**src/rtl/gmii_ptp_parser.sv**
```systemverilog
// GMII receive-side PTP detector: marks SFD for timestamping and extracts
// messageType/sequenceId from Layer-2 or IPv4/UDP(319) PTP frames.
module gmii_ptp_parser #(
  parameter int EVENT_ONLY = 1,
  parameter int UDP_EN     = 1
) (
  input  logic        clk,
  input  logic        rst,
  input  logic        gmii_ctrl,
  input  logic [7:0]  gmii_data,
  output logic        sfd_pulse,
  output logic        ptp_valid,
  output logic [3:0]  ptp_msg_type,
  output logic [15:0] ptp_seq_id,
  output logic        ptp_is_udp,
  output logic [15:0] ptp_cnt
);

  typedef enum logic [1:0] {S_IDLE, S_PREAMBLE, S_BODY, S_DROP} state_t;

  state_t      r_state;
  state_t      w_next;
  logic [10:0] r_idx;
  logic        r_vlan;
  logic [7:0]  r_et_hi;
  logic [15:0] r_etype;
  logic [7:0]  r_ip0;
  logic [7:0]  r_ip_proto;
  logic [7:0]  r_port_hi;
  logic [15:0] r_dport;
  logic [3:0]  r_msg;
  logic [7:0]  r_seq_hi;

  logic        w_byte;
  logic [10:0] w_off;
  logic [10:0] w_p;
  logic        w_is_ip;
  logic        w_l2_m;
  logic        w_udp_m;
  logic        w_type_ok;
  logic        w_hit;
  logic [15:0] w_et;

  always_ff @(posedge clk) begin
    if (rst) r_state <= S_IDLE;
    else     r_state <= w_next;
  end

  always_comb begin
    w_next = r_state;
    case (r_state)
      S_IDLE:     if (gmii_ctrl) w_next = (gmii_data == 8'h55) ? S_PREAMBLE : S_DROP;
      S_PREAMBLE: begin
        if (!gmii_ctrl)               w_next = S_IDLE;
        else if (gmii_data == 8'hD5)  w_next = S_BODY;
        else if (gmii_data != 8'h55)  w_next = S_DROP;
      end
      S_BODY:     if (!gmii_ctrl) w_next = S_IDLE;
      S_DROP:     if (!gmii_ctrl) w_next = S_IDLE;
      default:    w_next = S_IDLE;
    endcase
  end

  // All field offsets slide by 4 once a single VLAN tag has been seen.
  always_comb begin
    w_byte    = (r_state == S_BODY) && gmii_ctrl;
    w_off     = r_vlan ? 11'd4 : 11'd0;
    w_is_ip   = (r_etype == 16'h0800);
    w_p       = (w_is_ip ? 11'd42 : 11'd14) + w_off;
    w_l2_m    = (r_etype == 16'h88F7);
    w_udp_m   = (UDP_EN != 0) && w_is_ip && (r_ip0 == 8'h45) &&
                (r_ip_proto == 8'd17) && (r_dport == 16'd319);
    w_type_ok = (EVENT_ONLY == 0) || (r_msg[3:2] == 2'b00);
    w_hit     = w_byte && (r_idx == w_p + 11'd31) && (w_l2_m || w_udp_m) && w_type_ok;
    w_et      = {r_et_hi, gmii_data};
  end

  always_ff @(posedge clk) begin
    if (rst) begin
      r_idx        <= '0;
      r_vlan       <= 1'b0;
      r_et_hi      <= '0;
      r_etype      <= '0;
      r_ip0        <= '0;
      r_ip_proto   <= '0;
      r_port_hi    <= '0;
      r_dport      <= '0;
      r_msg        <= '0;
      r_seq_hi     <= '0;
      sfd_pulse    <= 1'b0;
      ptp_valid    <= 1'b0;
      ptp_msg_type <= '0;
      ptp_seq_id   <= '0;
      ptp_is_udp   <= 1'b0;
      ptp_cnt      <= '0;
    end else begin
      sfd_pulse <= (r_state == S_PREAMBLE) && gmii_ctrl && (gmii_data == 8'hD5);
      ptp_valid <= w_hit;
      if (r_state == S_PREAMBLE) begin
        r_idx      <= '0;
        r_vlan     <= 1'b0;
        r_etype    <= '0;
        r_ip0      <= '0;
        r_ip_proto <= '0;
        r_dport    <= '0;
        r_msg      <= '0;
      end else if (w_byte) begin
        if (r_idx != '1) r_idx <= r_idx + 11'd1;
        if (r_idx == 11'd12 + w_off) r_et_hi <= gmii_data;
        // A second 0x8100 lands in r_etype and so matches nothing.
        if (r_idx == 11'd13 + w_off) begin
          if ((w_et == 16'h8100) && !r_vlan) r_vlan  <= 1'b1;
          else                               r_etype <= w_et;
        end
        if (r_idx == 11'd14 + w_off) r_ip0      <= gmii_data;
        if (r_idx == 11'd23 + w_off) r_ip_proto <= gmii_data;
        if (r_idx == 11'd36 + w_off) r_port_hi  <= gmii_data;
        if (r_idx == 11'd37 + w_off) r_dport    <= {r_port_hi, gmii_data};
        if (r_idx == w_p)            r_msg      <= gmii_data[3:0];
        if (r_idx == w_p + 11'd30)   r_seq_hi   <= gmii_data;
      end
      if (w_hit) begin
        ptp_msg_type <= r_msg;
        ptp_seq_id   <= {r_seq_hi, gmii_data};
        ptp_is_udp   <= w_udp_m;
        ptp_cnt      <= ptp_cnt + 16'd1;
      end
    end
  end

endmodule

```
**config.mk**
```make
export PLATFORM = sky130hd
export DESIGN_NAME = gmii_ptp_parser
export DESIGN_NICKNAME = d
export VERILOG_FILES = /design/src/rtl/gmii_ptp_parser.sv
export SDC_FILE = /design/constraint.sdc
export NUM_CORES = 1
export LEC_CHECK = 0
export ABC_AREA = 1
export BUFFER_PORTS_ARGS = -buffer_cell sky130_fd_sc_hd__buf_2
export CORE_MARGIN = 5
export CORE_UTILIZATION = 35
export CTS_CLUSTER_SIZE = 16
export DETAILED_ROUTE_END_ITERATION = 8
export PLACE_DENSITY = 0.61
export SYNTH_ARGS = -nofsm -noshare
export SYNTH_HDL_FRONTEND = slang
export SYNTH_SLANG_ARGS = --single-unit
```
**constraint.sdc**
```tcl
create_clock -name clk -period 2.16 [get_ports clk]
set_clock_uncertainty 0.15 [all_clocks]
set_input_delay 0.216 -clock clk [delete_from_list [all_inputs] [get_ports clk]]
set_output_delay 0.216 -clock clk [all_outputs]
set_load 0.02 [all_outputs]
```
==> results.ini <==
[yosys]
ys_warn_count=0
syn_area_per_cell_um2=7.10
synth_top_area_cell=dfxtp_1
synthArstFlopShare_pct=0
yosysUniqueCellTypes=38
ys_seq_area_share_pct=43.4
synth-main-ff-cell=dfxtp_1
synthCells=838
ys_seq_elements=129
synth_nets=855
syn_area_um2=5950
synthTopCellsByArea=dfxtp_1, nor2_1, nand2_1, inv_1, a21oi_1
synth_top_area_share_pct=43.4
synth_edf_count=0

[clock_tree]
cts_tree=built
htreeDepth=4
cts.clk_slew.worst_paths_ns=0.06
insertion_delay_ns=0.41
root_buffer=clkbuf_16
cts_buffer_depth=2
cts_made_buffers=17
cts.sinks=129

[sta]
max_slew_margin_pct=70.7
setup_viol=50
fin_crit_sh_pct=108
fmax_ghz=0.428
finalCriticalPeriod_ns=2.34
max_slew.worst_pin.slew_ns=0.436
drv_slew=0
fin_tns_setup_ns=-6.39
setup_ws_ns=-0.178
finalHoldViolCount=0
rsz0062_at_grt=true

[floorplan]
std_cell_rows=47
die_y_um=140
die_x_um=140
initial_core_util_pct=35.7
die_area_um2=19700
io_pins=50
core-area_um2=16600

[setup_path]
reg2reg_from=r_etype[9]
critical_path_class=register to register
path_cells=inv_2 -> nand2_2 -> nor2_4 -> nand2_1 -> nor2_2 -> inv_2 -> ha_4 -> xor2_2 -> nor2_2 -> nand3_4 -> buf_6 -> nor2_8 -> clkbuf_16 -> nand3_2 -> nand2_1 -> nor2_1
max_stage_delay_ns=0.32
cp_max_fo=7
r2r_cells=16
critPathCaptureType=register
crit_buf_inv=4
crit_required_ns=2.32
startpoint_type=register
cpMaxStageDelayCell=dfxtp_2
path_delay_family=simple AND/OR/NAND/NOR gates
arrival_ns=2.50
r2r_end=ptp_seq_id[0]
r2r_slack_ns=-0.18

[status]
status=complete, but fails checks
violations=negative setup slack

[global_routing]
antenna_found_initial=0
grt_usage_pct=16.8
grt_pass1_wl_um=26600
grt_start_max_net_pins=63
grt-ovfl-total=0
grt_pass1_vias=5154

[cells_and_area]
antenna_cells=0
syn_to_final_growth_pct=33.3
fin_nets=970
final_layout_size_suffix_gt1_share_pct=27.1
fin_util_pct=47.6

[route]
routed_wl_um=16300
drc_errors=0
vias_per_cell=4.82
ant_nets=0
drt-pass1-iter-count=5
wire_per_inst_um=13.8
first_iter_violations=349
vias=5714

[power]
vdd_ir_drop_max_mv=0.459
finalPower_mw=5.43
power.density_nw_per_um2=685
power_leakage_nw=3.39

[job]
cap_violations=0

[place]
port_buffers=49
dp.final_hpwl_um=10600
routabilityCongestion=0.811

[hold_path]
min_to=r_msg[2]
min_from=gmii_data[2]
holdPathStages=3
min-delay-path-class=input port to register

stage by stage:
| stage | std cells | setup slack [ns] | hold slack (ns) | instance area (µm²) |
|---|---|---|---|---|
| 5_1_grt | 1186 | -0.321 | 0.0432 | 7920 |
| 3_3_place_gp | 1125 | -0.210 | 0.291 | 6720 |
| 6_report | 1186 | -0.178 | 0.0223 | 7920 |
| 3_5_place_dp | 1125 | -0.220 | 0.291 | 6720 |
| 4_1_cts | 1183 | -0.157 | 0.00164 | 7690 |
| 2_1_floorplan | 838 | -0.0132 | 0.138 | 6000 |
worst register-to-register path: stages, from the launching register on:
cell       delay (ns)
dfxtp_2          0.32
inv_2            0.05
nand2_2          0.06
nor2_4           0.14
nand2_1          0.08
nor2_2           0.11
inv_2            0.05
ha_4             0.17
xor2_2           0.15
nor2_2           0.15
nand3_4          0.11
buf_6            0.15
nor2_8           0.18
clkbuf_16        0.19
nand3_2          0.06
nand2_1          0.07
nor2_1           0.05
cell usage in the layout, fill, tap and decap left out, types with 3 or more instances in the layout:
cell type / synthesis / layout
nor2_1: 173 / 149
nand2_1: 147 / 136
dfxtp_1: 129 / 120
inv_1: 88 / 84
a21oi_1: 62 / 57
buf_4: 6 / 50
o21ai_0: 49 / 49
buf_2: 2 / 49
nand3_1: 53 / 32
nor2_2: 7 / 24
nand3_2: 1 / 21
clkbuf_16: 0 / 18
nand2_2: 8 / 16
nor3_1: 18 / 16
nor2_4: 5 / 15
a211oi_1: 14 / 14
dlygate4sd3_1: 0 / 9
dfxtp_2: 0 / 9
inv_2: 5 / 8
buf_6: 8 / 8
nand4_1: 6 / 6
xor2_1: 7 / 6
a21oi_2: 0 / 5
o21ai_1: 5 / 5
clkinv_2: 0 / 5
nand3_4: 2 / 4
ha_1: 6 / 4
clkinv_1: 3 / 3
nand2_4: 1 / 3
nor4_1: 3 / 3
clkbuf_8: 0 / 3
buf_12: 0 / 3
where the power goes:
part / switching [mW] / internal [mW] / leakage [nW]
clock network: 1.03 / 1.78 / 0.286
logic: 0.154 / 0.0710 / 2.06
registers: 0.00567 / 2.39 / 1.04
cell usage after synthesis, drive strengths merged, types with 3 or more instances:
cell type  instances
nand3             56
nor4               4
a211oi            16
or2                3
buf               18
ha                 6
nor3              19
nand2            156
clkbuf            12
clkinv             3
inv               93
xor2               7
o21ai             54
a21oi             62
nand4              6
dfxtp            129
nor2             187
cells by family (layout without fill, tap and decap cells):
logic type | after synthesis | in the layout | share of synthesized area [%]
adder cells (fa/ha/maj) | 6 | 6 | 1.26
XOR/XNOR | 8 | 8 | 1.18
buffers and inverters | 126 | 250 | 9.39
flip-flops | 129 | 129 | 43.4
AO/OA/AOI/OAI | 135 | 135 | 12.3
AND/OR/NAND/NOR | 434 | 438 | 32.4
state kept, by name, summed over array words and instances, names as in the netlist:
| signal | count |
|---|---|
| r_idx | 11 |
| r_etype | 16 |
| ptp_seq_id | 16 |
| r_dport | 16 |
| sfd_pulse | 1 |
| r_vlan | 1 |
| r_msg | 4 |
| r_seq_hi | 8 |
| r_et_hi | 8 |
| r_state | 2 |
| r_port_hi | 8 |
| ptp_cnt | 16 |
| ptp_is_udp | 1 |
| ptp_valid | 1 |
| r_ip0 | 8 |
| r_ip_proto | 8 |
| ptp_msg_type | 4 |
final cells by class:
type	instances	area, µm²
fill	1632	8720
multi-input combinational	587	3180
sequential	129	2590
timing repair buffer	122	928
clock buffer	22	474
inverter	96	368
tap	220	275
clock inverter	10	109
per-layer routing:
metal / vias up / global-route usage (%) / routed length, µm
li1: 2936 / - / -
met1: 2623 / 23.0 / 7770
met2: 129 / 26.0 / 7480
met3: 26 / 3.27 / 741
met4: 0 / 6.43 / 343
met5: - / 0 / 0
repair_timing:
item                                    4_1_cts  5_1_grt
resized for setup                            40       54
pin swaps                                    29       24
endpoints found under the hold margin        14        0
gates cloned                                  6        1
buffers inserted                             11        2
endpoints found under the setup margin       50       73
hold buffers                                  9        0
how the worst max path moves through the flow:
| stage | startpoint | endpoint | slack (ns) | depth (start not counted) |
|---|---|---|---|---|
| floorplan | r_etype[9] | ptp_seq_id[1] | -0.01 | 15 |
| global placement | r_etype[6] | ptp_seq_id[1] | -0.21 | 14 |
| detailed placement | r_etype[6] | ptp_seq_id[1] | -0.22 | 14 |
| CTS | r_etype[7] | ptp_seq_id[15] | -0.16 | 16 |
| global route | r_etype[0] | r_seq_hi[5] | -0.32 | 17 |
| finish | r_etype[9] | ptp_seq_id[0] | -0.18 | 16 |
Power figures use the tool's default switching activity.
